<file path="src/rtl/wait_timer_pkg.sv">
// wait_timer_pkg: shared FSM encoding and default sizing for the wait timer arbiter
package wait_timer_pkg;
  typedef enum logic [1:0] {IDLE, RUN, DONE} state_t;
  localparam int NUM_REQ_DEF = 4;
  localparam int TICK_CYCLES_DEF = 100_000_000;
  localparam int DUR_W_DEF = 8;
endpackage

</file>
<file path="src/rtl/tick_prescaler.sv">
// tick_prescaler: free-running divider that pulses tick on its last count
// clk/reset: clock and async active-high reset
// clr: synchronous clear to zero, en: count enable, tick: one-cycle pulse at TICK_CYCLES-1
module tick_prescaler #(
  parameter int TICK_CYCLES = wait_timer_pkg::TICK_CYCLES_DEF
) (
  input  logic clk,
  input  logic reset,
  input  logic clr,
  input  logic en,
  output logic tick
);
  localparam int CW = $clog2(TICK_CYCLES);
  logic [CW-1:0] cnt;
  assign tick = en && cnt == CW'(TICK_CYCLES - 1);
  always_ff @(posedge clk or posedge reset)
    if (reset) cnt <= '0;
    else if (clr) cnt <= '0;
    else if (en) cnt <= tick ? '0 : cnt + CW'(1);
endmodule

</file>
<file path="src/rtl/wait_timer_arbiter.sv">
// wait_timer_arbiter: round-robin sharing of one programmable tick-based wait timer
// clk/reset: clock and async active-high reset
// req: level requests, dur: packed per-requester tick counts sampled at grant, cancel: abort current wait
// grant: one-hot owner of the timer, done: expiry pulse, busy: wait active, remaining: ticks left
module wait_timer_arbiter
  import wait_timer_pkg::*;
#(
  parameter int NUM_REQ = NUM_REQ_DEF,
  parameter int TICK_CYCLES = TICK_CYCLES_DEF,
  parameter int DUR_W = DUR_W_DEF
) (
  input  logic                     clk,
  input  logic                     reset,
  input  logic [NUM_REQ-1:0]       req,
  input  logic [NUM_REQ*DUR_W-1:0] dur,
  input  logic                     cancel,
  output logic [NUM_REQ-1:0]       grant,
  output logic [NUM_REQ-1:0]       done,
  output logic                     busy,
  output logic [DUR_W-1:0]         remaining
);
  localparam int IW = $clog2(NUM_REQ);
  localparam logic [IW-1:0] LAST = IW'(NUM_REQ - 1);
  state_t state, state_n;
  logic [IW-1:0] rr, rr_n, w, w_n, pick, w_next;
  logic [NUM_REQ-1:0] grant_n, done_n;
  logic busy_n, tick, abort;
  logic [DUR_W-1:0] rem_n, dur_sel, rem_load;

  tick_prescaler #(.TICK_CYCLES(TICK_CYCLES)) u_pre (
    .clk   (clk),
    .reset (reset),
    .clr   (state != RUN),
    .en    (state == RUN),
    .tick  (tick)
  );

  // Scan from the highest offset down so the lowest offset from rr wins.
  always_comb begin
    pick = rr;
    for (int i = NUM_REQ - 1; i >= 0; i--)
      if (req[(int'(rr) + i) % NUM_REQ]) pick = IW'((int'(rr) + i) % NUM_REQ);
  end

  assign dur_sel = dur[int'(pick)*DUR_W +: DUR_W];
  assign rem_load = dur_sel == '0 ? DUR_W'(1) : dur_sel;
  assign w_next = w == LAST ? '0 : w + IW'(1);
  assign abort = cancel || !req[w];

  always_comb begin
    state_n = state;
    rr_n = rr;
    w_n = w;
    grant_n = grant;
    done_n = '0;
    busy_n = busy;
    rem_n = remaining;
    case (state)
      IDLE:
        if (|req) begin
          state_n = RUN;
          w_n = pick;
          grant_n = NUM_REQ'(1) << pick;
          busy_n = 1'b1;
          rem_n = rem_load;
        end
      RUN:
        if (abort || (tick && remaining == DUR_W'(1))) begin
          state_n = abort ? IDLE : DONE;
          done_n = abort ? '0 : grant;
          rr_n = w_next;
          grant_n = '0;
          busy_n = 1'b0;
          rem_n = '0;
        end else if (tick) rem_n = remaining - DUR_W'(1);
      default: state_n = IDLE;
    endcase
  end

  always_ff @(posedge clk or posedge reset)
    if (reset) begin
      state <= IDLE;
      rr <= '0;
      w <= '0;
      grant <= '0;
      done <= '0;
      busy <= 1'b0;
      remaining <= '0;
    end else begin
      state <= state_n;
      rr <= rr_n;
      w <= w_n;
      grant <= grant_n;
      done <= done_n;
      busy <= busy_n;
      remaining <= rem_n;
    end
endmodule

</file>
<file path="config.mk">
export PLATFORM = sky130hd
export DESIGN_NAME = wait_timer_arbiter
export DESIGN_NICKNAME = d
export VERILOG_FILES = /design/src/rtl/wait_timer_pkg.sv /design/src/rtl/tick_prescaler.sv /design/src/rtl/wait_timer_arbiter.sv
export SDC_FILE = /design/constraint.sdc
export NUM_CORES = 1
export LEC_CHECK = 0
export CAP_MARGIN = 0
export CORE_ASPECT_RATIO = 1.1
export CORE_MARGIN = 2
export CORE_UTILIZATION = 46
export CTS_BUF_LIST = sky130_fd_sc_hd__clkbuf_16
export CTS_CLUSTER_DIAMETER = 200
export DETAILED_ROUTE_END_ITERATION = 8
export PLACE_DENSITY_LB_ADDON = 0.12
export SKIP_LAST_GASP = 1
export SLEW_MARGIN = 20
export SYNTH_ARGS = -nofsm -noshare
export SYNTH_HDL_FRONTEND = slang
export SYNTH_SLANG_ARGS = --single-unit
</file>
<file path="constraint.sdc">
create_clock -name clk -period 4.9 [get_ports clk]
set_input_delay 0.98 -clock clk [delete_from_list [all_inputs] [get_ports clk]]
set_output_delay 0.98 -clock clk [all_outputs]
set_load 0.01 [all_outputs]
</file>
### Yosys cells after proc, flatten, opt, wreduce, memory -nomap -nowiden

Cells that the tools add are included.

* output and inout bits: 17
* logic and storage cells: 89
* register bits: 50
* input port bits: 39

* shift operators: 2
* reductions and logical operators: 18
* eq/ne operators: 8
* muxes and demuxes: 39
* $lt $le $gt $ge: 5
* bitwise logic cells: 3
* add/sub/neg operators: 6

Operators by type and width (count)
* $mux 27: 3
* $mux 8: 4
* $shiftx 32x6->8: 1
* $add 27x1->27 const B: 1
* $eq 27x27->1 const B: 1
* $mux 4: 5
* $mux 2: 8
* $pmux 8 s2: 1
* $lt 3x4->1 const B: 3
* $bmux 1 s2: 5
* $mux 1: 10
* $eq 8x1->1 const B: 1
* $logic_not 8->1: 1
* $pmux 4 s2: 1
* $sub 8x1->8 const B: 1
* $lt 2x3->1 const B: 2
* $reduce_and 2->1: 3
* $reduce_and 3->1: 2
* $reduce_or 2->1: 3
* $add 2x1->2 const B: 2
* $add 2x2->2 const B: 2
* $ne 2x2->1 const B: 2
* $pmux 2 s2: 1
* $reduce_bool 2->1: 2
* other kinds (12): 16

### Longest topological paths before layout

Gate-level depths: netlist of the first run.

* depth in word-level cells: 15
* depth in mapped cells: 9
* gate-level depth less buffers: 8

### By module

Synthesis of the first run repeated with hierarchy kept, for this count alone.

* cells, all modules: 324
* area total of the unflattened synthesis: 3153.0 sq um

Modules (own cells, without submodules)
* tick_prescaler: area an instance 1606.5 sq um, seq. area each 675.6 sq um, instances 1, cells an instance 164
* wait_timer_arbiter: area an instance 1546.5 sq um, seq. area each 575.6 sq um, instances 1, cells an instance 160

### Worst setup path after synthesis of the first run

No wires, ideal clock.

* path type: input port to flip-flop
* from: in req[0]
* to: reg remaining[0]
* data arrival time: 2.379 ns
* setup time: 0.125 ns
* cell stages on the path: 9
* path buffers: 2
* path slack: 2.396 ns
* required time: 4.775 ns
* path through: nor2b_1 > o21ba_1 > or3_1 > buf_2 > buf_2 > mux2i_1 > mux2i_1 > a21oi_1 > o22ai_1

* longest elaborated chain between the ends: 12
* elaborated cells on any way between the ends: 30
* classes of those cells: eq/ne (2); shift (1); mux (21); reduce/logical (6)

RTL lines
* start, declared: RTL line wait_timer_arbiter.sv:14 `input logic [NUM_REQ-1:0] req,`
* $bmux 1 s2: RTL line wait_timer_arbiter.sv:42 `if (req[(int'(rr) + i) % NUM_REQ]) pick = IW'((int'(rr) + i) % NUM_REQ);`
* $mux 1 (implied by the code) (2 in a row): RTL line wait_timer_arbiter.sv:42
* $mux 2 (4 in a row): RTL line wait_timer_arbiter.sv:42
* $shiftx 32x6->8: RTL line wait_timer_arbiter.sv:45 `assign dur_sel = dur[int'(pick)*DUR_W +: DUR_W];`
* $logic_not 8->1: RTL line wait_timer_arbiter.sv:46 `assign rem_load = dur_sel == '0 ? DUR_W'(1) : dur_sel;`
* $mux 8: RTL line wait_timer_arbiter.sv:46
* $mux 8: RTL line wait_timer_arbiter.sv:60 `if (|req) begin`
* $pmux 8 s2: RTL line wait_timer_arbiter.sv:58 `case (state)`
* end signal, assigned: RTL line wait_timer_arbiter.sv:96 `remaining <= rem_n;`
* end, declared: RTL line wait_timer_arbiter.sv:20 `output logic [DUR_W-1:0] remaining`

Parallel ways exist; a longest one is shown, timed or not. The select of a mux whose other input is x is not followed.
A chain may end at the register's enable or synchronous reset.

### Worst setup path in the final report of the first run

* from: in req[0]
* to: reg remaining[6]

Same word-level chain as after synthesis.

==> metrics.txt, run 1 <==
hold slack=0.503 ns; clock slew at reported path FFs=0.07 ns; worst min-delay path class=flip-flop to flip-flop; Clock Path Buffers=2; Slew Viols, Final=0; Post-Syn Instances=311; CTS Hold Buffers Added=0; worst endpoint data arrival time=3.32 ns; Max Used Layer=met4; Worst-Skew Late Latency=0.29 ns; most frequent cells in the layout=clkdlybuf4s50_1 (55), dfrtp_1 (50), nor2_1 (46), nand2_1 (43), a21oi_1 (15); R2R Path Start=u_pre.cnt[19]; outcome=complete, no violations; CTS tree=done; Flop pwr share=36.2%; via density per instance=5.52; Slew @ Worst Pin=0.877 ns; # clock sinks=50; post-CTS sizing=0; leakage=1.50 nW; Buffers on Ports=55; Fmax=321 MHz; floorplan row count=30; Ant. Diodes=0; final count of negative-setup-slack endpoints=0; setup slack at placement=1.51 ns; vias in the first global route=2314; final hold vios=0; Syn Area/Cell=9.14 um^2; power per cell area=455 nW/um^2; final setup TNS=0 ns; reported net switching power=0.000631 W; Chip Width=78.9 um; Antenna Nets Post-Route=0; All-Layer GR Usage=20.4%; cell internal pwr=0.00100 W; Post-Route WL=6.48 mm; Critical Path RT=5.11 ns; Initial DRC Count=141; switching share of power=38.7%; # DRC=0; min-delay src=busy; root buffer cell=clkbuf_16; EDFF count, synth=0; startpoint class of the critical path=input pin; Cell Area, Synth=2840 um^2; share of cells above drive strength 1=5.48%; ys flop type=dfrtp_1; Synthesized Nets=354; Worst setup startpoint=req[0]; largest net degree at the start of global routing=51; met3 wire length=281 um; worst setup margin=1.79 ns; die area=6820 um^2; CP Max Fanout=16; fin crit period=3.11 ns; Core Area=6080 um^2; slew margin rel.=41.2%; final net count=407; FF+latch count, synth=50; register area share after synthesis=44.0%; first-pass GRT wire length=11.0 mm; wire length per cell=14.6 um; Ports=56; Async SR Flop Fraction=100%; cts bufs inserted=5; Final Skew=0.00392 ns; Clock power frac=20.6%; Gate power share=43.1%; H-tree depth=2; Post-CTS Setup Bufs=0; Initial Util=46.7%; Pre-antenna DRT Iters=4; total gr overflow=0; die height=86.4 um; Fill cells=574; most common cell after layout, fill and taps aside=clkdlybuf4s50_1; Final Util=59.0%; DP HPWL=4.77 mm; Ys Warns=0; vias=2458; Tcrit/Tclk final=63.5%; Area Growth Syn to Fin=26.2%; endpoint type of the worst setup path=flip-flop; WL met1=2.93 mm; peak supply drop=0.274 mV; Max Cap Viol=0; count of cell types in the netlist=50; Crit Path Class=input pin to flip-flop; RSZ-0062 raised after global routing=no; placed cell count=437; Post-Layout Cell Count=445; met2 routed WL=3.18 mm; initial antenna violation count=0; Final GP Congestion=0.841
power groups by stage:
stage	Clock, W	Sequential (W)	Combinational, W
global placement	0	0.000596	0.000696
detailed placement	0	0.000594	0.000705
finish	0.000337	0.000591	0.000704
global route	0.000363	0.000605	0.000786
CTS	0.000346	0.000590	0.000709
floorplan	0	0.000590	0.000471
routing by layer:
layer	vias to the layer above	GRT usage, %
li1	1206	-
met1	1180	26.6
met2	60	34.5
met3	12	4.48
met4	0	5.64
met5	-	0
cell families after synthesis:
kind of cell               count (synthesis)  synth area share, %
adders and majority gates                  4                 1.76
xor gates and xnor gates                  23                 7.09
and+or+nand+nor                          153                 27.6
muxes                                      5                 2.25
buffers and inverters                     14                 2.38
AOI/OAI and AO/OA                         62                 14.9
DFF                                       50                 44.0
flip-flops by register name (all words and copies together) (netlist names):
| name | count |
|---|---|
| w | 2 |
| u_pre.cnt | 27 |
| state | 2 |
| remaining | 8 |
| rr | 2 |
| grant | 4 |
| done | 4 |
| busy | 1 |
synthesized netlist by cell type (2+ instances only):
cell       number  share of area (%)
a22o_1          5                1.5
nand3_1        14                2.5
dfrtp_1        50                 44
nor2_1         46                6.1
a21oi_1        15                2.6
buf_2           6                1.1
and4_1          2               0.62
nand2b_1        2               0.44
o21a_1          4                1.1
xor2_1         12                3.7
clkbuf_1        2               0.26
nor2b_1         6                1.3
a32o_1          7                2.5
mux2i_1         3                1.1
inv_1           5               0.66
ha_1            4                1.8
a2bb2oi_1       3               0.92
o21ai_0        10                1.8
o21ai_1         8                1.4
nor3_1          8                1.4
o22ai_1         2               0.44
nand2_1        43                5.7
or3_1           4               0.88
nand4_1         8                1.8
and2_1          4               0.88
and3_1          3               0.66
or4_1           2               0.53
xnor2_1        11                3.4
critical path: stages:
cell and delay (ns):
clkdlybuf4s50_1 0.48, nor2b_1 0.19, o21ba_1 0.20, nor3_2 0.71
nand2_1 0.12, a32o_1 0.33, o21a_1 0.18, o21ai_1 0.12
path summary, 6_finish.rpt:
path                                 endpoint  slack (ns)  cells past startpoint
worst max register to register  u_pre.cnt[17]        2.50                      5
max in group asynchronous       u_pre.cnt[23]        3.23                      2
min in group asynchronous       u_pre.cnt[15]        1.15                      2
worst min-delay path                     busy        0.50                      2
worst min register to register           busy        0.50                      2
worst max-delay path             remaining[6]        1.79                      8
cell type report:
class                      count  area [um^2]  area share, %
clock inverter                 3         16.3          0.454
multi-input combinational    247         1520           42.5
timing repair buffer          55          551           15.4
clock buffer                   5          125           3.49
tap                           80          100           2.79
inverter                       5         20.0          0.558
sequential                    50         1250           34.9
per-stage QoR:
| step | power (W) | cell area (um^2) |
|---|---|---|
| 2_1_floorplan | 0.00106 | 2840 |
| 3_3_place_gp | 0.00129 | 3440 |
| 3_5_place_dp | 0.00130 | 3440 |
| 4_1_cts | 0.00164 | 3580 |
| 5_1_grt | 0.00175 | 3590 |
| 6_report | 0.00163 | 3590 |
No activity file was read; power rests on OpenSTA's default activity.
==> run 2: changes to the inputs <==
==> constraint.sdc (replaced) <==
create_clock -name clk -period 3.1 [get_ports clk]
set_input_delay 0.62 -clock clk [delete_from_list [all_inputs] [get_ports clk]]
set_output_delay 0.62 -clock clk [all_outputs]
set_load 0.01 [all_outputs]
==> metrics.txt, run 2 (synthesis gave the netlist of run 1 again) <==
Slew Viols, Final=0; Chip Width=78.9 um; Ant. Diodes=0; Worst setup startpoint=req[0]; share of cells above drive strength 1=6.78%; r2r setup slk=0.85 ns; CTS tree=done; Max Used Layer=met4; WP buf/inv=1; post-CTS sizing=0; CTS Hold Buffers Added=0; worst min-delay path class=flip-flop to flip-flop; Clock Path Buffers=2; final setup TNS=0 ns; Critical Path RT=3.31 ns; Pre-antenna DRT Iters=4; floorplan row count=30; R2R Path Start=u_pre.cnt[11]; switching share of power=38.6%; Critical Path, Cell by Cell=clkdlybuf4s50_1 -> nor2_1 -> a211oi_1 -> or3_1 -> nand2_1 -> a32o_1 -> o21a_1 -> o21ai_1; endpoint type of the worst setup path=flip-flop; All-Layer GR Usage=20.9%; Crit Path Class=input pin to flip-flop; Final Util=59.5%; Max Cap Viol=0; leakage=1.52 nW; CP peak stage delay=0.56 ns; Fmax=380 MHz; final instance area=3620 um^2; Largest regs=u_pre.cnt: 27 flops, remaining: 8 flops; Core Area=6080 um^2; Post-DP Area=3470 um^2; # clock sinks=50; Initial DRC Count=126; worst endpoint data arrival time=2.84 ns; initial antenna violation count=0; Crit path depth=8; Initial Util=46.7%; via density per instance=5.38; CP Max Fanout=17; largest net degree at the start of global routing=51; die area=6820 um^2; crit path capture=remaining[6]; slew margin rel.=52.4%; CP top delay family=compound AO/OA/AOI/OAI gates; R2R cell count=7; die height=86.4 um; final count of negative-setup-slack endpoints=0; root buffer cell=clkbuf_16; most frequent cells in the layout=clkdlybuf4s50_1 (55), dfrtp_1 (50), nor2_1 (46), nand2_1 (43), a21oi_1 (15); final hold vios=0; met3 wire length=350 um; Slew @ Worst Pin=0.712 ns; # DRC=0; WL met1=2.94 mm; Clock power frac=20.6%; startpoint class of the critical path=input pin; cts bufs inserted=5; Ports=56; max reg flops=27; total gr overflow=0; Final Skew=0.00476 ns; RSZ-0062 raised after global routing=no; Worst R2R End=remaining[7]; vias in the first global route=2360; fin crit period=2.63 ns; Gate power share=43.7%; Tcrit/Tclk final=84.8%; Fill cells=552; reported net switching power=0.00101 W; DP HPWL=4.85 mm; Flop pwr share=35.7%; Post-Route WL=6.64 mm; power per cell area=725 nW/um^2; H-tree depth=2; Post-CTS Setup Bufs=0; outcome=complete, no violations; Slowest-stage cell, CP=clkdlybuf4s50_1; met2 routed WL=3.27 mm; register area=1250 um^2; most common cell after layout, fill and taps aside=clkdlybuf4s50_1; clock slew at reported path FFs=0.06 ns; vias=2416; wire length per cell=14.8 um; cell internal pwr=0.00161 W; Worst-Skew Late Latency=0.29 ns; multi-input combinational cell area=1520 um^2; Area Growth Syn to Fin=27.4%; Buffers on Ports=55; Antenna Nets Post-Route=0; first-pass GRT wire length=11.4 mm; register with the most flip-flops=u_pre.cnt; final net count=411; Final GP Congestion=0.846; peak supply drop=0.402 mV
run 2: cell types whose count changed in the layout (fill, tap and decap cells not counted), sizes merged:
| cell | before | now |
|---|---|---|
| inv | 4 | 5 |
| clkinv | 3 | 2 |
| buf | 0 | 4 |
run 2: stage by stage:
stage | hold WS [ns] | setup WS (ns) | instances | total power (W)
final | 0.500 | 0.470 | 449 | 0.00262
after global routing | 0.537 | 0.334 | 449 | 0.00281
after CTS | 0.502 | 0.493 | 449 | 0.00264
after detailed placement | 0.487 | 0.189 | 441 | 0.00208
after global placement | 0.476 | 0.267 | 441 | 0.00207
after floorplan | 0.455 | 0.956 | 311 | 0.00168
run 2: worst register-to-register path, delay by kind of cell (launching register included):
kind               cells  cell delay, ns
and+or+nand+nor        4            1.12
AOI/OAI and AO/OA      3            0.58
DFF                    1            0.42
run 2: area by class of cell:
type / count / area share, %
multi-input combinational: 247 / 42.1
timing repair buffer: 59 / 16.0
sequential: 50 / 34.6
inverter: 5 / 0.518
clock inverter: 3 / 0.588
clock buffer: 5 / 3.46
tap: 80 / 2.77
run 2: power by group through the flow:
stage | clock [W] | combinational [W] | sequential (W)
after global routing | 0.000581 | 0.00127 | 0.000957
after global placement | 0 | 0.00113 | 0.000940
final | 0.000540 | 0.00115 | 0.000937
after detailed placement | 0 | 0.00114 | 0.000939
after floorplan | 0 | 0.000745 | 0.000933
after CTS | 0.000554 | 0.00115 | 0.000933
run 2: routing by layer:
metal  track usage [%]  up-vias
met3              4.79        7
met1              28.4     1119
met5                 0        -
met4              5.02        0
li1                  -     1216
met2              34.3       74
run 2: worst min path at each step:
| stage | from | to | slack [ns] | depth (start not counted) |
|---|---|---|---|---|
| after floorplan | u_pre.cnt[0] | u_pre.cnt[0] | 0.45 | 1 |
| after global placement | u_pre.cnt[0] | u_pre.cnt[0] | 0.48 | 1 |
| after CTS | u_pre.cnt[0] | u_pre.cnt[0] | 0.50 | 1 |
| after global routing | busy | busy | 0.54 | 2 |
| after detailed placement | busy | busy | 0.49 | 2 |
| final | u_pre.cnt[0] | u_pre.cnt[0] | 0.50 | 1 |
==> run 3: changes to the inputs <==
==> constraint.sdc (replaced) <==
create_clock -name clk -period 2.1 [get_ports clk]
set_input_delay 0.42 -clock clk [delete_from_list [all_inputs] [get_ports clk]]
set_output_delay 0.42 -clock clk [all_outputs]
set_load 0.01 [all_outputs]
==> metrics.txt, run 3 (synthesis gave the netlist of run 1 again) <==
Initial DRC Count=115; met3 wire length=354 um; DP HPWL=5.30 mm; r2r setup slk=-0.06 ns; share of cells above drive strength 1=18.8%; Clock Path Buffers=2; Worst R2R End=remaining[3]; Tcrit/Tclk final=103%; fin crit period=2.16 ns; Final GP Congestion=0.900; RSZ-0062 raised after global routing=yes; most common cell after layout, fill and taps aside=clkdlybuf4s50_1; startpoint class of the critical path=flip-flop; max reg flops=27; Worst-Skew Late Latency=0.29 ns; Area Growth Syn to Fin=42.1%; initial antenna violation count=0; Final Skew=0.00978 ns; met2 routed WL=3.85 mm; worst setup margin=-0.0569 ns; All-Layer GR Usage=22.4%; leakage=1.75 nW; wire length per cell=15.4 um; via density per instance=5.48; clock slew at reported path FFs=0.07 ns; R2R Path Start=u_pre.cnt[19]; hold slack=0.447 ns; final hold vios=0; vias=2623; Chip Width=78.9 um; failing checks=setup timing; final instance area=4040 um^2; crit path capture=remaining[3]; Ports=56; first-pass GRT wire length=12.2 mm; Slew Viols, Final=0; slew margin rel.=65.0%; Initial Util=46.7%; endpoint type of the worst setup path=flip-flop; # DRC=0; power per cell area=1120 nW/um^2; R2R cell count=8; Max Used Layer=met4; most frequent cells in the layout=clkdlybuf4s50_1 (51), dfrtp_1 (50), nor2_1 (45), nand2_1 (40), buf_4 (27); final count of negative-setup-slack endpoints=10; cts bufs inserted=5; Ant. Diodes=0; root buffer cell=clkbuf_16; Antenna Nets Post-Route=0; peak supply drop=0.658 mV; Crit Path Class=flip-flop to flip-flop; final net count=441; Post-Route WL=7.36 mm; Fmax=464 MHz; placed cell count=468; worst endpoint data arrival time=2.33 ns; setup slack at placement=-0.452 ns; Largest regs=u_pre.cnt: 27 flops, remaining: 8 flops; register with the most flip-flops=u_pre.cnt; die area=6820 um^2; outcome=complete, but fails checks; Fill cells=499; Slew @ Worst Pin=0.520 ns; Buffers on Ports=55; H-tree depth=2; Core Area=6080 um^2; total power draw=0.00452 W; CP Max Fanout=8; worst min-delay path class=input pin to asynchronous set/reset pin; Post-Layout Cell Count=479; vias in the first global route=2648; die height=86.4 um; floorplan row count=30; WL met1=3.07 mm; Post-DP Area=3730 um^2; Pre-antenna DRT Iters=4; # clock sinks=50; Critical Path RT=2.27 ns; Max Cap Viol=0; CTS tree=done; Worst setup startpoint=u_pre.cnt[19]; largest net degree at the start of global routing=32; total gr overflow=0
[run 3: changes by cell type in the layout (fill, tap and decap cells not counted), sizes merged]
cell,before,now
clkinv,2,1
clkdlybuf4s50,55,51
inv,5,6
buf,4,33
clkinvlp,1,0
bufinv,0,1
dlygate4sd2,0,4
clkbuf,5,6
[run 3: how the worst min path moves through the flow]
stage / from / end / slack [ns] / cells after the start
floorplan: u_pre.cnt[0] / u_pre.cnt[0] / 0.45 / 1
global placement: busy / busy / 0.48 / 2
detailed placement: busy / busy / 0.49 / 2
CTS: reset / u_pre.cnt[16] / 0.46 / 2
global route: reset / u_pre.cnt[16] / 0.50 / 2
finish: reset / u_pre.cnt[16] / 0.45 / 2
[run 3: area by class of cell]
type / count / area (um^2) / share of cell area (%)
inverter: 5 / 18.8 / 0.465
sequential: 50 / 1250 / 31.0
multi-input combinational: 247 / 1620 / 40.2
timing repair buffer: 89 / 876 / 21.7
tap: 80 / 100 / 2.48
clock inverter: 3 / 43.8 / 1.08
clock buffer: 5 / 125 / 3.10
[run 3: per-stage QoR]
step                utilization, %  setup TNS (ns)
finish                        66.4          -0.321
global placement              61.3           -4.28
CTS                           65.4           -1.70
detailed placement            61.3           -4.87
floorplan                        -               0
global route                  66.4           -1.67
[run 3: what timing repair did]
item | 4_1_cts | 5_1_grt
hold buffers | 0 | 0
endpoints found under the setup margin | 12 | 47
gates resized for setup | 22 | 12
pin swaps | 8 | 12
setup buffers | 3 | 3
gates cloned | 0 | 1
[run 3: per-layer routing]
layer	global-route usage (%)	vias up
li1	-	1276
met1	28.6	1253
met2	38.8	86
met4	7.37	0
met3	3.75	8
met5	0	-
[run 3: power breakdown]
part / switching, W / total [W] / internal [W]
combinational: 0.00113 / 0.00228 / 0.00115
sequential: 0.000171 / 0.00132 / 0.00115
clock: 0.000358 / 0.000922 / 0.000564
[run 3: worst max-delay path, stage by stage, from the launching register on]
cell	delay, ns
dfrtp_1	0.39
or4b_4	0.56
nor4_4	0.23
nand4_4	0.22
o21ai_4	0.21
buf_6	0.17
o21ai_0	0.12
nand2_1	0.09
o21ai_1	0.06
